$ cat src/rtl/ps2_pkg.sv
// Shared definitions for the PS/2 host transmitter: register map, status bits, FSM states.
package ps2_pkg;

    // Word addresses on the register bus
    localparam logic [31:0] ADDR_TXDATA = 32'd0;
    localparam logic [31:0] ADDR_STATUS = 32'd1;

    // STATUS register bit positions
    localparam int unsigned STAT_BUSY     = 0;
    localparam int unsigned STAT_DONE     = 1;
    localparam int unsigned STAT_NACK     = 2;
    localparam int unsigned STAT_TIMEOUT  = 3;
    localparam int unsigned STAT_OVERRUN  = 4;

    // Transmit frame sequencing
    typedef enum logic [2:0] {
        StIdle,
        StInhibit,
        StReq,
        StShift,
        StAck,
        StRecover
    } tx_state_e;

    // PS/2 uses odd parity: the parity bit makes the total count of ones odd
    function automatic logic odd_parity(input logic [7:0] data);
        return ~^data;
    endfunction

endpackage

$ cat src/rtl/ps2_sync_edge.sv
// Synchronizer plus falling-edge detector for one asynchronous PS/2 pin.
module ps2_sync_edge #(
    parameter int unsigned SYNC_STAGES = 2  // must be at least 2
) (
    input  logic i_Clk,
    input  logic i_Rst,
    input  logic i_Pin,
    output logic o_Level,
    output logic o_Fe
);

    logic [SYNC_STAGES-1:0] sync_q, sync_d;
    logic                   prev_q, prev_d;

    // Shift the pin through the synchronizer chain; remember the previous synced level
    always_comb begin
        sync_d = {sync_q[SYNC_STAGES-2:0], i_Pin};
        prev_d = sync_q[SYNC_STAGES-1];
    end

    // Reset to 1 (idle bus level) so leaving reset never looks like a falling edge
    always_ff @(posedge i_Clk or posedge i_Rst) begin
        if (i_Rst) begin
            sync_q <= '1;
            prev_q <= 1'b1;
        end else begin
            sync_q <= sync_d;
            prev_q <= prev_d;
        end
    end

    // Falling edge: synced 1 followed by synced 0
    always_comb begin
        o_Level = sync_q[SYNC_STAGES-1];
        o_Fe    = prev_q & ~sync_q[SYNC_STAGES-1];
    end

endmodule

$ cat src/rtl/ps2_host_tx.sv
// PS/2 host-to-device transmitter: inhibit, request-to-send, shift a byte on device clocks.
module ps2_host_tx
    import ps2_pkg::*;
#(
    parameter int unsigned INHIBIT_CYCLES = 10000,
    parameter int unsigned REQ_CYCLES     = 200,
    parameter int unsigned TIMEOUT_CYCLES = 1500000,
    parameter int unsigned SYNC_STAGES    = 2
) (
    input  logic        i_Clk,
    input  logic        i_Rst,
    input  logic        i_Ps2Clk,
    input  logic        i_Ps2Sda,
    output logic        o_Ps2ClkOe,
    output logic        o_Ps2SdaOe,
    input  logic        i_WEnable,
    input  logic [31:0] i_WAddr,
    input  logic [31:0] i_WData,
    input  logic        i_REnable,
    input  logic [31:0] i_RAddr,
    output logic [31:0] o_RData,
    output logic        o_Err
);

    logic ps2_clk_level, ps2_clk_fe;
    logic ps2_sda_level, ps2_sda_fe;

    ps2_sync_edge #(
        .SYNC_STAGES(SYNC_STAGES)
    ) u_sync_clk (
        .i_Clk  (i_Clk),
        .i_Rst  (i_Rst),
        .i_Pin  (i_Ps2Clk),
        .o_Level(ps2_clk_level),
        .o_Fe   (ps2_clk_fe)
    );

    ps2_sync_edge #(
        .SYNC_STAGES(SYNC_STAGES)
    ) u_sync_sda (
        .i_Clk  (i_Clk),
        .i_Rst  (i_Rst),
        .i_Pin  (i_Ps2Sda),
        .o_Level(ps2_sda_level),
        .o_Fe   (ps2_sda_fe)
    );

    tx_state_e   state_q, state_d;
    logic [31:0] tmr_q, tmr_d;
    logic [3:0]  bit_cnt_q, bit_cnt_d;
    logic [8:0]  frame_q, frame_d;      // {parity, data}
    logic [7:0]  txdata_q, txdata_d;
    logic        clk_oe_q, clk_oe_d;
    logic        sda_oe_q, sda_oe_d;
    logic        busy_q, busy_d;
    logic        done_q, done_d;
    logic        nack_q, nack_d;
    logic        timeout_q, timeout_d;
    logic        overrun_q, overrun_d;
    logic        err_q, err_d;
    logic [31:0] rdata_q, rdata_d;
    logic [31:0] status;
    logic        wr_tx, wr_status;

    logic unused_wdata;
    assign unused_wdata = ^{i_WData[31:8], ps2_sda_fe};

    always_comb begin
        wr_tx     = i_WEnable && (i_WAddr == ADDR_TXDATA);
        wr_status = i_WEnable && (i_WAddr == ADDR_STATUS);
    end

    // Assemble the STATUS word from the flag registers
    always_comb begin
        status               = '0;
        status[STAT_BUSY]    = busy_q;
        status[STAT_DONE]    = done_q;
        status[STAT_NACK]    = nack_q;
        status[STAT_TIMEOUT] = timeout_q;
        status[STAT_OVERRUN] = overrun_q;
    end

    // Frame sequencing, timers and flag updates
    always_comb begin
        state_d   = state_q;
        tmr_d     = tmr_q;
        bit_cnt_d = bit_cnt_q;
        frame_d   = frame_q;
        txdata_d  = txdata_q;
        clk_oe_d  = clk_oe_q;
        sda_oe_d  = sda_oe_q;
        busy_d    = busy_q;
        done_d    = done_q;
        nack_d    = nack_q;
        timeout_d = timeout_q;
        overrun_d = overrun_q;

        // W1C is applied first so that any flag set below in the same cycle wins
        if (wr_status) begin
            if (i_WData[STAT_DONE])     done_d    = 1'b0;
            if (i_WData[STAT_NACK])     nack_d    = 1'b0;
            if (i_WData[STAT_TIMEOUT])  timeout_d = 1'b0;
            if (i_WData[STAT_OVERRUN])  overrun_d = 1'b0;
        end

        if (wr_tx && busy_q) begin
            overrun_d = 1'b1;
        end

        unique case (state_q)
            StIdle: begin
                clk_oe_d = 1'b0;
                sda_oe_d = 1'b0;
                if (wr_tx) begin
                    txdata_d = i_WData[7:0];
                    frame_d  = {odd_parity(i_WData[7:0]), i_WData[7:0]};
                    busy_d   = 1'b1;
                    done_d   = 1'b0;
                    tmr_d    = '0;
                    clk_oe_d = 1'b1;
                    state_d  = StInhibit;
                end
            end

            StInhibit: begin
                tmr_d = tmr_q + 32'd1;
                if (tmr_q == INHIBIT_CYCLES - 1) begin
                    tmr_d    = '0;
                    sda_oe_d = 1'b1;
                    state_d  = StReq;
                end
            end

            StReq: begin
                tmr_d = tmr_q + 32'd1;
                if (tmr_q == REQ_CYCLES - 1) begin
                    // Releasing the clock with data held low is the start bit
                    tmr_d     = '0;
                    clk_oe_d  = 1'b0;
                    bit_cnt_d = '0;
                    state_d   = StShift;
                end
            end

            StShift: begin
                tmr_d = tmr_q + 32'd1;
                if (ps2_clk_fe) begin
                    tmr_d = '0;
                    if (bit_cnt_q == 4'd9) begin
                        sda_oe_d = 1'b0;  // stop bit is a released line
                        state_d  = StAck;
                    end else begin
                        sda_oe_d  = ~frame_q[bit_cnt_q];
                        bit_cnt_d = bit_cnt_q + 4'd1;
                    end
                end
            end

            StAck: begin
                tmr_d = tmr_q + 32'd1;
                if (ps2_clk_fe) begin
                    tmr_d = '0;
                    if (ps2_sda_level) begin
                        nack_d = 1'b1;
                    end
                    state_d = StRecover;
                end
            end

            StRecover: begin
                tmr_d = tmr_q + 32'd1;
                if (ps2_clk_fe) begin
                    tmr_d = '0;
                end
                if (ps2_clk_level && ps2_sda_level) begin
                    busy_d  = 1'b0;
                    done_d  = 1'b1;
                    state_d = StIdle;
                end
            end

            default: begin
                clk_oe_d = 1'b0;
                sda_oe_d = 1'b0;
                busy_d   = 1'b0;
                state_d  = StIdle;
            end
        endcase

        // A device that stops clocking must not hang the transmitter
        if ((state_q == StShift || state_q == StAck || state_q == StRecover) &&
            !ps2_clk_fe && (tmr_q >= TIMEOUT_CYCLES - 1)) begin
            clk_oe_d  = 1'b0;
            sda_oe_d  = 1'b0;
            timeout_d = 1'b1;
            busy_d    = 1'b0;
            done_d    = 1'b0;
            state_d   = StIdle;
        end
    end

    // Error summary lags the flags by one cycle
    always_comb begin
        err_d = nack_q | timeout_q | overrun_q;
    end

    // Registered read port; holds its value while no read is requested
    always_comb begin
        rdata_d = rdata_q;
        if (i_REnable) begin
            if (i_RAddr == ADDR_TXDATA) begin
                rdata_d = {24'd0, txdata_q};
            end else if (i_RAddr == ADDR_STATUS) begin
                rdata_d = status;
            end else begin
                rdata_d = '0;
            end
        end
    end

    // State and register file; reset releases the bus immediately
    always_ff @(posedge i_Clk or posedge i_Rst) begin
        if (i_Rst) begin
            state_q   <= StIdle;
            tmr_q     <= '0;
            bit_cnt_q <= '0;
            frame_q   <= '0;
            txdata_q  <= '0;
            clk_oe_q  <= 1'b0;
            sda_oe_q  <= 1'b0;
            busy_q    <= 1'b0;
            done_q    <= 1'b0;
            nack_q    <= 1'b0;
            timeout_q <= 1'b0;
            overrun_q <= 1'b0;
            err_q     <= 1'b0;
            rdata_q   <= '0;
        end else begin
            state_q   <= state_d;
            tmr_q     <= tmr_d;
            bit_cnt_q <= bit_cnt_d;
            frame_q   <= frame_d;
            txdata_q  <= txdata_d;
            clk_oe_q  <= clk_oe_d;
            sda_oe_q  <= sda_oe_d;
            busy_q    <= busy_d;
            done_q    <= done_d;
            nack_q    <= nack_d;
            timeout_q <= timeout_d;
            overrun_q <= overrun_d;
            err_q     <= err_d;
            rdata_q   <= rdata_d;
        end
    end

    always_comb begin
        o_Ps2ClkOe = clk_oe_q;
        o_Ps2SdaOe = sda_oe_q;
        o_RData    = rdata_q;
        o_Err      = err_q;
    end

endmodule

$ cat config.mk
export PLATFORM = sky130hd
export DESIGN_NAME = ps2_host_tx
export DESIGN_NICKNAME = d
export VERILOG_FILES = /design/src/rtl/ps2_pkg.sv /design/src/rtl/ps2_sync_edge.sv /design/src/rtl/ps2_host_tx.sv
export SDC_FILE = /design/constraint.sdc
export NUM_CORES = 1
export LEC_CHECK = 0
export ABC_AREA = 1
export ABC_CLOCK_PERIOD_IN_PS = 2400
export BUFFER_PORTS_ARGS = -buffer_cell sky130_fd_sc_hd__buf_2
export CAP_MARGIN = 20
export CORE_ASPECT_RATIO = 1.1
export CORE_UTILIZATION = 40
export CTS_BUF_LIST = sky130_fd_sc_hd__clkbuf_16
export DETAILED_ROUTE_END_ITERATION = 10
export PLACE_DENSITY = 0.66
export SYNTH_ARGS = -nofsm -noshare
export SYNTH_HDL_FRONTEND = slang
export SYNTH_SLANG_ARGS = --single-unit
$ cat constraint.sdc
create_clock -name i_Clk -period 2.4 [get_ports i_Clk]
set_input_delay 0.72 -clock i_Clk [delete_from_list [all_inputs] [get_ports i_Clk]]
set_output_delay 0.72 -clock i_Clk [all_outputs]
set_load 0.02 [all_outputs]
Yosys cells after proc, flatten, opt, wreduce, memory -nomap -nowiden
Cells that the tools add are included.
{"block": "classes", "reduce_logical": 32, "muxes": 52, "eq_ne": 24, "order_cmp": 2, "shift": 0, "multipliers": 0, "bitwise_logic": 5, "div": 0, "addsub": 2}
{"operator": "two-way mux 32 bit", "count": 4}
{"operator": "case mux 32 bit (4 select lines)", "count": 1}
{"operator": "equality test 32 x 1 -> 1 bit (second input constant)", "count": 2}
{"operator": "zero test 32 bit", "count": 2}
{"operator": "adder 32 x 1 -> 32 bit (second input constant)", "count": 1}
{"operator": "equality test 32 x 14 -> 1 bit (second input constant)", "count": 1}
{"operator": "equality test 32 x 8 -> 1 bit (second input constant)", "count": 1}
{"operator": ">= comparator 32 x 21 -> 1 bit (second input constant)", "count": 1}
{"operator": "two-way mux 1 bit", "count": 27}
{"operator": "two-way mux 3 bit", "count": 8}
{"operator": "case mux 3 bit (6 select lines)", "count": 1}
{"operator": "two-way mux 4 bit", "count": 3}
{"operator": "!= test 3 x 2 -> 1 bit (second input constant)", "count": 4}
{"operator": "AND reduction 2 bit", "count": 5}
{"operator": "nonzero test 2 bit", "count": 5}
{"operator": "!= test 3 bit (second input constant)", "count": 3}
{"operator": "case mux 1 bit (3 select lines)", "count": 3}
{"operator": "two-way mux 8 bit", "count": 1}
{"operator": "!= test 2 bit (second input constant)", "count": 4}
{"operator": "case mux 4 bit (2 select lines)", "count": 1}
{"operator": "OR reduction 4 bit", "count": 2}
{"operator": "XNOR reduction 8 bit", "count": 1}
{"operator": "AND reduction 7 bit", "count": 1}
{"operator": "equality test 3 x 2 -> 1 bit (second input constant)", "count": 2}
{"operator": "20 further kinds", "count": 33}
{"block": "totals", "memories": 0, "word_cells": 134, "latchBits": 0, "inputBits": 102, "register_bits": 101, "ramBits": 0, "romBits": 0, "out_inout_bits": 35}

Longest topological paths before layout
{"block": "logic_depth", "depth_word": 7, "depth_mapped": 14, "ltp_nobuf": 14}

By module
Synthesis repeated with hierarchy kept, for this count alone.
{"block": "hier_totals", "cells_unflattened": 771, "area_unflattened_um2": 5208.7}
{"mod": "ps2_host_tx", "seq_area_each_um2": 1601.5, "area_each_um2": 5023.6, "cells_each": 759, "n_inst": 1}
{"mod": "ps2_sync_edge", "seq_area_each_um2": 78.8, "area_each_um2": 92.6, "cells_each": 6, "n_inst": 2}

Least setup slack after synthesis
Ideal clock, no wire load.
{"block": "synth_timing", "kind": "in2reg", "from": "input port i_WAddr[3]", "to": "register tmr_q[7]", "arrival_ns": 1.821, "n_path_buf": 1, "cell_stages": 8, "setup_ns": 0.138, "slack_ns": 0.441, "required_ns": 2.262, "cell_sequence": "or2_1 > nor2_1 > nand3_1 > o21ai_4 > nand2_2 > buf_2 > nand2_1 > o2111ai_1"}
{"block": "synth_between", "elab_chain_len": 4}
{"element": "start: declaration", "line": "ps2_host_tx.sv:17", "source": "input logic [31:0] i_WAddr,"}
{"element": "zero test 32 bit", "line": "ps2_host_tx.sv:69", "source": "wr_tx = i_WEnable && (i_WAddr == ADDR_TXDATA);"}
{"element": "logical AND 1 bit", "line": "ps2_host_tx.sv:69"}
{"element": "!= test 2 bit (no line)"}
{"element": "AND reduction 2 bit (no line)"}
{"element": "end signal: assignment", "line": "ps2_host_tx.sv:240", "source": "tmr_q <= tmr_d;"}
{"element": "end: declaration", "line": "ps2_host_tx.sv:49", "source": "logic [31:0] tmr_q, tmr_d;"}
No other way between the ends.
A chain may end at the register's enable or synchronous reset.

Worst setup path in the final report
{"block": "layout_timing", "from": "register tmr_q[0]", "to": "register tmr_q[10]"}
{"block": "layout_between", "elab_chain_len": 3, "word_cells_on_any_way": 7, "cone_classes": "1 x add/sub; 2 x eq/ne; 4 x mux"}
{"element": "adder 32 x 1 -> 32 bit, or another cell as far along"}
{"element": "two-way mux 32 bit, on equally long branches"}
{"element": "case mux 32 bit (4 select lines) *", "line": "ps2_host_tx.sv:110", "source": "unique case (state_q)"}
Every way passes the cells marked *; elsewhere a longest branch is shown, timed or not.

==> summary.txt <==
Detailed routing
  – Post-Route M1 WL: 6347 um
  – Drt wl/cell: 13.18 um
  – DR iter-0 viols: 344
  – DRC Markers: 19
  – Top Metal Used: met4
  – Routed wl met3: 616 um
  – Via count: 5202
  – First-pass iteration count of the detailed router: 8
  – Met2 WL post-DR: 6468 um
  – Vias per std cell: 5.012
  – Antenna-violating nets left: 0
  – DRT Wirelength: 13690 um

Worst setup path
  – Crit path kind: reg -> reg
  – R2R setup slack: 190 ps
  – Crit. End Element: flip-flop
  – FF-to-FF End: tmr_q[10]
  – Worst path required time: 2630 ps
  – Crit path cell chain: ha_1 -> nand2_1 -> nor2_4 -> nand3_1 -> nor2_1 -> nand2_1 -> nand2_1 -> nand2_1 -> nor2_2 -> inv_2 -> o21ai_1 -> nor2_1
  – Worst Path Arrival: 2450 ps
  – Critical-path cell with the highest stage delay: dfrtp_1
  – RR Startpoint: tmr_q[0]
  – CP Capture Point: tmr_q[10]
  – CP startpoint kind: flip-flop
  – CP most frequent cell: nand2_1
  – Reg2Reg Depth: 12
  – CP max FO: 6
  – CP peak stage delay: 440 ps
  – Critical Path Start: tmr_q[0]

Synth
  – Post-synth top cells: 196 x nand2_1, 112 x nor2_1, 78 x inv_1
  – EDFF count, synth: 0
  – Synth cell types: 45
  – Sequential fraction of the synthesis area: 33.18%
  – Syn Inst Count: 778
  – Synth area leaders: dfrtp_1 31%, nand2_1 14%, nor2_1 8.0%, nand3_1 7.4%, inv_1 5.6%
  – Mapped Area: 0.005223 sq mm
  – Synth top area share: 30.67%
  – Yosys warnings: 0
  – Async SR Flop Fraction: 100.0%
  – Post-synthesis register bit count: 69
  – Synth area leader: dfrtp_1
  – Cell with the most instances after synthesis: nand2_1
  – Main synth FF type: dfrtp_1
  – Avg Synthesized Cell Area: 6.713 sq um

GRT
  – GRT overflow: 0
  – Initial antenna violation count: 0
  – Overall global routing resource usage: 21.29%
  – Global-route wire length before repair: 22700 um
  – Largest net degree at the start of global routing: 29
  – Vias in the first global route: 4697

STA
  – Max-slew violation count: 0
  – Final setup viols: 0
  – Worst rel slew slack: 60.56%
  – Final period util: 92.17%
  – Fin. Hold Viols: 0
  – Tmin final: 2212 ps
  – Achievable clock frequency: 0.4521 GHz
  – Unrepaired setup endpoints after global routing: no
  – Min Hold Slack: 356.2 ps
  – Worst slew pin tran: 591.0 ps
  – Setup Skew: 10.75 ps
  – TNS Setup: 0 ps

Placed design
  – DP HPWL: 10680 um
  – DP Area: 0.005836 sq mm
  – Port Buffers: 88
  – Routability cong.: 0.9381
  – Placed cell count: 1022

Floorplanning
  – Initial core utilization: 41.13%
  – Die width: 110.9 um
  – # rows: 43
  – Die Ht: 121.8 um
  – Core area: 0.01270 sq mm
  – Full die area: 0.01352 sq mm
  – I/O pin total: 137

Final layout
  – Layout cells sized above 1: 18.62%
  – FILL cells: 1280
  – Layout Cells excl Fill: 1038
  – Final net count: 981
  – Final Cell Area: 0.006142 sq mm
  – Area of the multi-input gates: 0.002980 sq mm
  – Area growth syn-to-layout: 17.61%
  – # diodes: 0
  – Storage cell area: 0.001733 sq mm

Clocking
  – CTS Sinks: 69
  – Bufs on Longest Clock Path: 2
  – Htree depth: 3
  – TritonCTS clock tree: built
  – Clk Latency, worst-skew pair: 340 ps
  – Hold_buf cts: 0
  – Root buf cell: clkbuf_16
  – Clock slew at reported path FFs: 60 ps
  – CTS buffer count: 9
  – # resized after CTS: 0
  – Post-CTS Setup Bufs: 0

Pwr
  – Leak: 3.362 nW
  – Max rail drop VDD: 241.8 uV
  – Power Dens Cells: 455.9 mW/mm^2
  – PnR Total Power: 2.800 mW

Worst hold path
  – Hold WC Path Type: reg -> reg

Run status
  – Status: finished with violations
  – Violated checks: design-rule violations

Run
  – Max-cap violations: 0
## power breakdown
group	switching, mW	total, mW	internal [mW]
Sequential	0.00504	1.18	1.18
Combinational	0.129	0.212	0.0828
Clock	0.511	1.41	0.895
## cell type report
cell class	count	area share [%]
inverters	89	5.541
clock inverters	7	1.324
multi-input cells	603	48.52
repair buffers	104	9.534
flip-flops and latches	69	28.21
clock buffers	9	3.667
well taps	157	3.198
## layer usage
| layer | vias up | global-route usage (%) |
|---|---|---|
| met5 | - | 0 |
| met2 | 147 | 36.44 |
| li1 | 2685 | - |
| met3 | 19 | 3.582 |
| met4 | 0 | 7.962 |
| met1 | 2351 | 27.06 |
## cell usage in the layout, fill, tap and decap left out, drive strengths merged
master	n
xor2	18
nand3	79
dfstp	5
bufinv	2
nand3b	1
a21o	4
clkbuf	9
dfrtp	64
conb	24
or3	1
clkinv	4
o21ai	33
buf	104
o311ai	1
or2	2
and2	1
nand2	205
a21oi	23
inv	89
o22ai	3
nor4	3
nor3	26
o211ai	2
nand4	38
o2111ai	2
nor3b	2
ha	3
clkinvlp	1
xnor2	6
nor2	125
a41oi	1
## how the worst min path moves through the flow
stage,cells after the start,to,startpoint
floorplan,0,u_sync_clk.sync_q[1],u_sync_clk.sync_q[0]
global placement,0,u_sync_clk.sync_q[1],u_sync_clk.sync_q[0]
detailed placement,0,u_sync_clk.sync_q[1],u_sync_clk.sync_q[0]
CTS,0,u_sync_clk.sync_q[1],u_sync_clk.sync_q[0]
global route,0,u_sync_clk.sync_q[1],u_sync_clk.sync_q[0]
finish,0,u_sync_clk.sync_q[1],u_sync_clk.sync_q[0]
## worst max-delay path: cells and delay by family (launching register included)
family | cells | cell delay, ps
and+or+nand+nor | 9 | 1110
AOI/OAI and AO/OA | 1 | 130
adders and majority gates | 1 | 320
DFF | 1 | 440
buffers and inverters | 1 | 100
## state kept, by name (all words and copies together) (netlist names)
name / cells
bit_cnt_q: 4
busy_q: 1
done_q: 1
frame_q: 9
nack_q: 1
o_Err: 1
o_Ps2ClkOe: 1
o_Ps2SdaOe: 1
o_RData: 8
overrun_q: 1
state_q: 3
timeout_q: 1
tmr_q: 32
u_sync_clk.prev_q: 1
u_sync_clk.sync_q: 2
u_sync_sda.sync_q: 2
## per-stage QoR
stage               setup slack, ps  utilization, %
finish                        187.9           48.37
global placement              194.9           45.96
floorplan                     440.5               -
detailed placement            162.3           45.96
CTS                           203.9           48.37
global route                  16.56           48.37
## logic make-up after synthesis
family / after synthesis / synth area share, %
AO/OA/AOI/OAI: 69 / 7.475
buffers and inverters: 129 / 11.40
AND/OR/NAND/NOR: 483 / 43.12
other: 1 / 0.07180
adder cells (fa/ha/maj): 3 / 0.7188
XOR/XNOR: 24 / 4.025
flip-flops: 69 / 33.18
Power figures use the tool's default switching activity.
